**config.mk**
```make
export PLATFORM = sky130hd
export DESIGN_NAME = uart_tx_arbiter
export DESIGN_NICKNAME = d
export VERILOG_FILES = /design/src/rtl/uart_tx_arbiter.sv
export SDC_FILE = /design/constraint.sdc
export NUM_CORES = 1
export LEC_CHECK = 0
export BUFFER_PORTS_ARGS = -buffer_cell sky130_fd_sc_hd__buf_2
export CAP_MARGIN = 20
export CORE_ASPECT_RATIO = 0.6
export CORE_MARGIN = 2
export CORE_UTILIZATION = 48
export CTS_CLUSTER_DIAMETER = 150
export DETAILED_ROUTE_END_ITERATION = 8
export PLACE_DENSITY = 0.77
export SLEW_MARGIN = 20
export SYNTH_ARGS = -nofsm -noshare
export SYNTH_HDL_FRONTEND = slang
export SYNTH_SLANG_ARGS = --single-unit
```
**constraint.sdc**
```tcl
create_clock -name clk -period 3 [get_ports clk]
set_input_delay 0.15 -clock clk [delete_from_list [all_inputs] [get_ports clk]]
set_output_delay 0.15 -clock clk [all_outputs]
set_load 0.02 [all_outputs]
```
**src/rtl/uart_tx_arbiter.sv**
```systemverilog
// uart_tx_arbiter: round-robin sharing of one UART transmitter among N_REQ byte producers
module uart_tx_arbiter #(
  parameter int N_REQ        = 4,
  parameter int DATA_W       = 8,
  parameter int GAP_CYCLES   = 16,
  parameter int BUSY_TIMEOUT = 15
) (
  input  logic                      clk,
  input  logic                      rst_n,
  input  logic [N_REQ-1:0]          req,
  input  logic [N_REQ*DATA_W-1:0]   req_data,
  output logic [N_REQ-1:0]          ack,
  output logic [$clog2(N_REQ)-1:0]  grant_id,
  output logic [DATA_W-1:0]         tx_data,
  output logic                      tx_start,
  input  logic                      tx_busy,
  output logic                      busy,
  output logic                      err
);
  localparam int IW = $clog2(N_REQ);
  localparam int TW = $clog2(BUSY_TIMEOUT + 1);
  localparam int GW = GAP_CYCLES > 1 ? $clog2(GAP_CYCLES) : 1;
  localparam logic [2:0] IDLE      = 3'd0;
  localparam logic [2:0] START     = 3'd1;
  localparam logic [2:0] WAIT_BUSY = 3'd2;
  localparam logic [2:0] WAIT_DONE = 3'd3;
  localparam logic [2:0] GAP       = 3'd4;
  // A zero-length gap skips the GAP state entirely
  localparam logic [2:0] AFTER_TX  = GAP_CYCLES > 0 ? GAP : IDLE;
  localparam logic [GW-1:0] GAP_LOAD = GW'(GAP_CYCLES > 0 ? GAP_CYCLES - 1 : 0);

  logic [2:0]    state, state_n;
  logic [IW-1:0] ptr, g;
  logic [TW-1:0] tcnt;
  logic [GW-1:0] gcnt;
  logic          timeout;

  // Lowest set request at or after p, wrapping; later (smaller) offsets overwrite earlier ones
  function automatic logic [IW-1:0] pick(input logic [N_REQ-1:0] r, input logic [IW-1:0] p);
    int j;
    pick = p;
    for (int i = N_REQ - 1; i >= 0; i--) begin
      j = (int'(p) + i) % N_REQ;
      if (r[j]) pick = IW'(j);
    end
  endfunction

  assign g       = pick(req, ptr);
  assign timeout = tcnt == TW'(BUSY_TIMEOUT - 1);

  // Next-state selection for the byte sequencer
  always_comb begin
    state_n = state;
    case (state)
      IDLE:      state_n = |req ? START : IDLE;
      START:     state_n = WAIT_BUSY;
      WAIT_BUSY: state_n = tx_busy ? WAIT_DONE : (timeout ? AFTER_TX : WAIT_BUSY);
      WAIT_DONE: state_n = tx_busy ? WAIT_DONE : AFTER_TX;
      GAP:       state_n = gcnt == '0 ? IDLE : GAP;
      default:   state_n = IDLE;
    endcase
  end

  // Registered outputs, pointer and counters
  always_ff @(posedge clk or negedge rst_n) begin
    if (!rst_n) begin
      state    <= IDLE;
      ptr      <= '0;
      tcnt     <= '0;
      gcnt     <= '0;
      ack      <= '0;
      grant_id <= '0;
      tx_data  <= '0;
      tx_start <= 1'b0;
      busy     <= 1'b0;
      err      <= 1'b0;
    end else begin
      state    <= state_n;
      busy     <= state_n != IDLE;
      ack      <= '0;
      tx_start <= 1'b0;
      if (state == IDLE && |req) begin
        ack      <= N_REQ'(1) << g;
        tx_start <= 1'b1;
        grant_id <= g;
        tx_data  <= req_data[int'(g)*DATA_W +: DATA_W];
      end
      if (state == START) begin
        ptr  <= grant_id == IW'(N_REQ - 1) ? '0 : grant_id + 1'b1;
        tcnt <= '0;
      end
      if (state == WAIT_BUSY && !tx_busy) begin
        tcnt <= tcnt + 1'b1;
        if (timeout) err <= 1'b1;
      end
      if (state_n == GAP && state != GAP) gcnt <= GAP_LOAD;
      else if (state == GAP) gcnt <= gcnt - 1'b1;
    end
  end
endmodule

```
# [Yosys cells after proc, flatten, opt, wreduce, memory -nomap -nowiden]
# Cells that the tools add are included.
[word_totals] input_bits=39 out_inout_bits=17 wordCells=75 ff_bits=30
[op_classes] n_lt_le_gt_ge=4 bitwise=3 n_mux=28 reduce_logical=14 shifts=2 n_addsub=6 eq_ne=8
[ops] cell="indexed part select 32 x 6 -> 8 bit" n=1
[ops] cell="2-to-1 mux 4 bit" n=5
[ops] cell="one-hot mux 3 bit (5 select lines)" n=1
[ops] cell="< comparator 3 x 4 -> 1 bit (second input constant)" n=3
[ops] cell="2-to-1 mux 3 bit" n=4
[ops] cell="2-to-1 mux 2 bit" n=5
[ops] cell="2-to-1 mux 1 bit" n=9
[ops] cell="binary-select mux 1 bit (select 2 bit)" n=4
[ops] cell="== test 3 x 2 -> 1 bit (second input constant)" n=2
[ops] cell="== test 3 bit (second input constant)" n=2
[ops] cell="OR reduction 2 bit" n=3
[ops] cell="adder 2 x 1 -> 2 bit (second input constant)" n=2
[ops] cell="adder 2 bit (second input constant)" n=2
[ops] cell="adder 4 x 1 -> 4 bit (second input constant)" n=1
[ops] cell="== test 4 bit (second input constant)" n=1
[ops] cell="zero test 4 bit" n=1
[ops] cell="nonzero test 2 bit" n=2
[ops] cell="OR reduction 4 bit" n=1
[ops] cell="left shift 1 x 2 -> 4 bit (first input constant)" n=1
[ops] cell="subtractor 4 x 1 -> 4 bit (second input constant)" n=1
[ops] cell="AND 1 bit (first input constant)" n=3
[ops] cell="== test 3 x 1 -> 1 bit (second input constant)" n=1
[ops] cell="logical AND 1 bit" n=3
[ops] cell="zero test 3 bit" n=1
[ops] cell="6 further kinds" n=6

# [Logic depth before layout (Yosys ltp)]
[depth] ltp_word=12 ltp_mapped=7 depth_no_buf=7

# [Worst setup path after synthesis]
# No wires, ideal clock.
[synth_path] kind="register to register" startpoint="register ptr[1]" endpoint="register tx_data[4]" n_path_buf=0 arrival_ns=1.810 setup_ns=0.125 path_stages_with_launch=6 period_less_slack_ns=1.936 slack_ns=1.064 required_time_ns=2.875 path_cell_list="dfrtp_1 > nor3b_1 > nor4_1 > nor2_2 > mux4_2 > mux2_4"
[synth_between] elab_chain_cells=9 word_cells_on_any_way=19 cone_classes="add/sub: 3; shift: 1; mux: 15"
[synth_rtl] element="from (decl)" line="33" text="logic [IW-1:0] ptr, g;"
[synth_rtl] element="from (signal assigned)" line="89" text="ptr <= grant_id == IW'(N_REQ - 1) ? '0 : grant_id + 1'b1;"
[synth_rtl] element="adder 2 bit" line="43" text="j = (int'(p) + i) % N_REQ;"
[synth_rtl] element="binary-select mux 1 bit (select 2 bit)" line="44" text="if (r[j]) pick = IW'(j);"
[synth_rtl] element="2-to-1 mux 1 bit (not written as such) (2 in series)" line="44"
[synth_rtl] element="2-to-1 mux 2 bit (3 in series)" line="44"
[synth_rtl] element="2-to-1 mux 2 bit (*)" line="44"
[synth_rtl] element="indexed part select 32 x 6 -> 8 bit (*)" line="86" text="tx_data <= req_data[int'(g)*DATA_W +: DATA_W];"
[synth_rtl] element="to (signal assigned)" line="86"
[synth_rtl] element="to (decl)" line="14" text="output logic [DATA_W-1:0] tx_data,"
# Mark *: on every way between the ends. The rest lies on a longest branch, timed or not. The select of a mux whose other input is x is not followed.
# A chain may end at the register's enable or synchronous reset.

# [Worst setup path after layout]
[layout_path] startpoint="register ptr[1]" endpoint="register tx_data[7]"
# Same word-level chain as after synthesis.

==> summary.md <==
| Metric | Value |
|---|---|
| Status | finished, final reports clean |
| Setup crit end kind | flip-flop |
| # nets final | 246 |
| Drt pass-1 iters | 4 |
| Delay of the slowest critical-path stage | ~0.44 ns |
| Worst Path Max Fanout | 9 |
| Max Fclk | about 0.45 GHz |
| CORE AREA | ~3300 um^2 |
| Die ar. | 3920 um^2 |
| Actual slew at the worst max-slew pin | 0.661 ns |
| Initial antenna violation count | 0 |
| Synth area leader | dfrtp_1 |
| Routed WL | roughly 3900 um |
| EDFF count, synth | 0 |
| Initial DRC count | 86 |
| Synthesized flop and latch total | 30 |
| Detail Route Antenna Nets | 0 |
| Global-route wire length before repair | about 6000 um |
| Ports | 56 |
| Register area share after synthesis | between 40% and 50% |
| Area of the multi-input gates | 847 um^2 |
| Tmin final | 2.22 ns |
| DR WL/cell | between 15 and 20 um |
| Period utilisation layout | about three quarters |
| WS Path Type | flip-flop to flip-flop |
| Largest net degree at the start of global routing | 31 |
| Die Y | ~49 um |
| Setup Skew | 0.00403 ns |
| Commonest non-fill, non-tap cells in the layout | buf_2 (55), dfrtp_1 (30), o21ai_0 (12) |
| Crit Reg-Reg Startpoint | ptr[1]$_DFFE_PN0P_ |
| Slowest cell on crit path | dfrtp_1 |
| Hold Crit Class | input port to flip-flop |
| Detail Placement HPWL | 2960 um |
| Share of the synthesized area in the top cell type | ~46% |
| Synthesized area per cell | 11.7 um^2 |
| Clock tree sinks | 30 |
| Setup total negative slack | 0 ns |
| Worst-path cell chain | nor3b_1 -> nor4_1 -> nor2_2 -> mux4_2 -> mux2_4 |
| Syn_nets | 184 |
| Core Rows | 16 |
| PortBufs | 55 |
| Mapped Cells | 140 |
| Via-to-Cell Ratio | 5.47 |
| Slew HR | between 50 and 60% |
| Power per cell area | 960 nW/um^2 |
| Critical hold path startpoint | tx_busy |
| Synth Cell Area | 1640 um^2 |
| N_diodes | 0 |
| Worst EP required | 3.16 ns |
| Final hold violation count | 0 |
| Most common cell after layout, fill and taps aside | buf_2 |
| Cells after DPL | 239 |
| Synth Flop Type | dfrtp_1 |
| Fin util | 63.0% |
| IR drop worst, VDD | 0.443 mV |
| Netlist cell types | 33 |
| RePlAce Congestion | 0.784 |
| Number of warnings issued by yosys | 0 |
| Synth async-reset ratio | 100% |
| Root Driver | clkbuf_8 |
| CTS tree | yes |
| P_leak | 0.958 nW |
| DR vias | 1352 |
| Seq. cell area | 751 um^2 |
| CP startpoint | ptr[1]$_DFFE_PN0P_ |
| Final setup vio count | 0 |
| Slew Limit Fails | 0 |
| GRT Resource Usage Total | 20.9% |
| Fillers | 267 |
| RSZ-0062 raised after global routing | false |
| Crit path arrival time | 2.38 ns |
| Share of layout cells above drive strength 1 | 42.6% |
| Initial core utilization | 50.3% |
| Non-filler cells, final | 247 |
| Die width | a little under 80 um |
| Vias in the first global route | approximately 1300 |
| Reg clk slew, reported paths | 0.06 ns |
| CTS H-Tree Depth | 2 |
| Gr ovfl total | 0 |
| Num CTS Buffers | 5 |
| CP startpoint kind | flip-flop |
| Clock Latency Late Sink | 0.28 ns |
| Clk buf depth | 2 |
| Drt drc | 0 |
| Area Growth Syn to Fin | 25.4% |
| Max-cap violations | 0 |
| Synth top area cells | dfrtp_1 (46%), mux4_2 (11%), mux2_2 (4.8%), ha_1 (3.8%), o21ai_0 (3.7%) |
[per-stage QoR]
| stage | setup WS [ns] | power, mW | hold slack (ns) | instance area (um^2) |
|---|---|---|---|---|
| floorplan | 1.06 | 1.39 | -0.146 | 1640 |
| global placement | 0.921 | 1.62 | 0.209 | 1970 |
| detailed placement | 0.776 | 1.68 | 0.219 | 1970 |
| CTS | 0.763 | 1.99 | 0.214 | 2060 |
| global route | 0.689 | 2.09 | 0.243 | 2060 |
| finish | 0.783 | 1.98 | 0.223 | 2060 |
[kinds of logic after synthesis]
| kind of cell | after synthesis | share of synthesized area (%) |
|---|---|---|
| AND/OR/NAND/NOR | 43 | 14.6 |
| AO/OA/AOI/OAI | 30 | 12.7 |
| flip-flops | 30 | 45.8 |
| multiplexers | 20 | 20.1 |
| buffers and inverters | 11 | 2.59 |
| adder cells (fa/ha/maj) | 5 | 3.81 |
| XOR/XNOR | 1 | 0.534 |
[metal layers]
layer / vias to the layer above / global-route usage (%) / part of all wire (%)
met1: 665 / 29.5 / 44
met4: 0 / 6.90 / 0.52
met3: 3 / 5.56 / 5.7
li1: 636 / - / -
met2: 48 / 31.5 / 49
met5: - / 0 / 0
[flip-flops by register name, summed over array words and instances (netlist names), 2 cells and up]
signal	count
ack	4
gcnt	4
state	3
ptr	2
grant_id	2
tcnt	4
tx_data	8
[synth_stat cells (2+ instances only)]
library cell and instances:
mux4_2 8, nor3_1 8, nand4b_1 2, nor2b_1 2, nor2_1 10, a21oi_1 11, o21ai_0 12, inv_1 9
nand2b_1 5, nand2_1 6, ha_1 5, mux2_2 7, nor3b_1 3, dfrtp_1 30, mux2_4 4
[cell type report]
cell class / instances / area share, %
Sequential cell: 30 / 36.5
Multi-Input combinational cell: 99 / 41.2
Tap cell: 45 / 2.74
Inverter: 9 / 1.64
Timing Repair Buffer: 57 / 14.2
Clock buffer: 7 / 3.71
[path summary, 6_finish.rpt]
check	end	slack, ns	cells past startpoint
setup / recovery	tx_data[7]$_DFFE_PN0P_	0.78	5
hold / removal	state[0]$_DFF_PN0_	0.22	3
setup reg to reg	tx_data[7]$_DFFE_PN0P_	0.78	5
hold reg to reg	err$_DFFE_PN0P_	0.46	2
max in group asynchronous	tx_data[2]$_DFFE_PN0P_	2.13	2
min in group asynchronous	tcnt[3]$_DFFE_PN0P_	0.44	2
[power breakdown]
group          switching [mW]  internal [mW]  total, mW
Clock                   0.141          0.159      0.300
Combinational           0.497          0.448      0.946
Sequential              0.166          0.564      0.730
Total                   0.804           1.17       1.98
[timing repair]
| item | CTS | global route |
|---|---|---|
| endpoints found under the hold margin | 30 | 0 |
| hold buffers | 1 | 0 |
| buffers inserted | 0 | 0 |
| resized for setup | 0 | 0 |
[critical path: cells and delay by family, from the launching register on]
kind | cells | cell delay (ns)
multiplexers | 2 | 0.66
AND/OR/NAND/NOR | 3 | 1.00
flip-flops | 1 | 0.44
No activity file was read; power rests on OpenSTA's default activity.
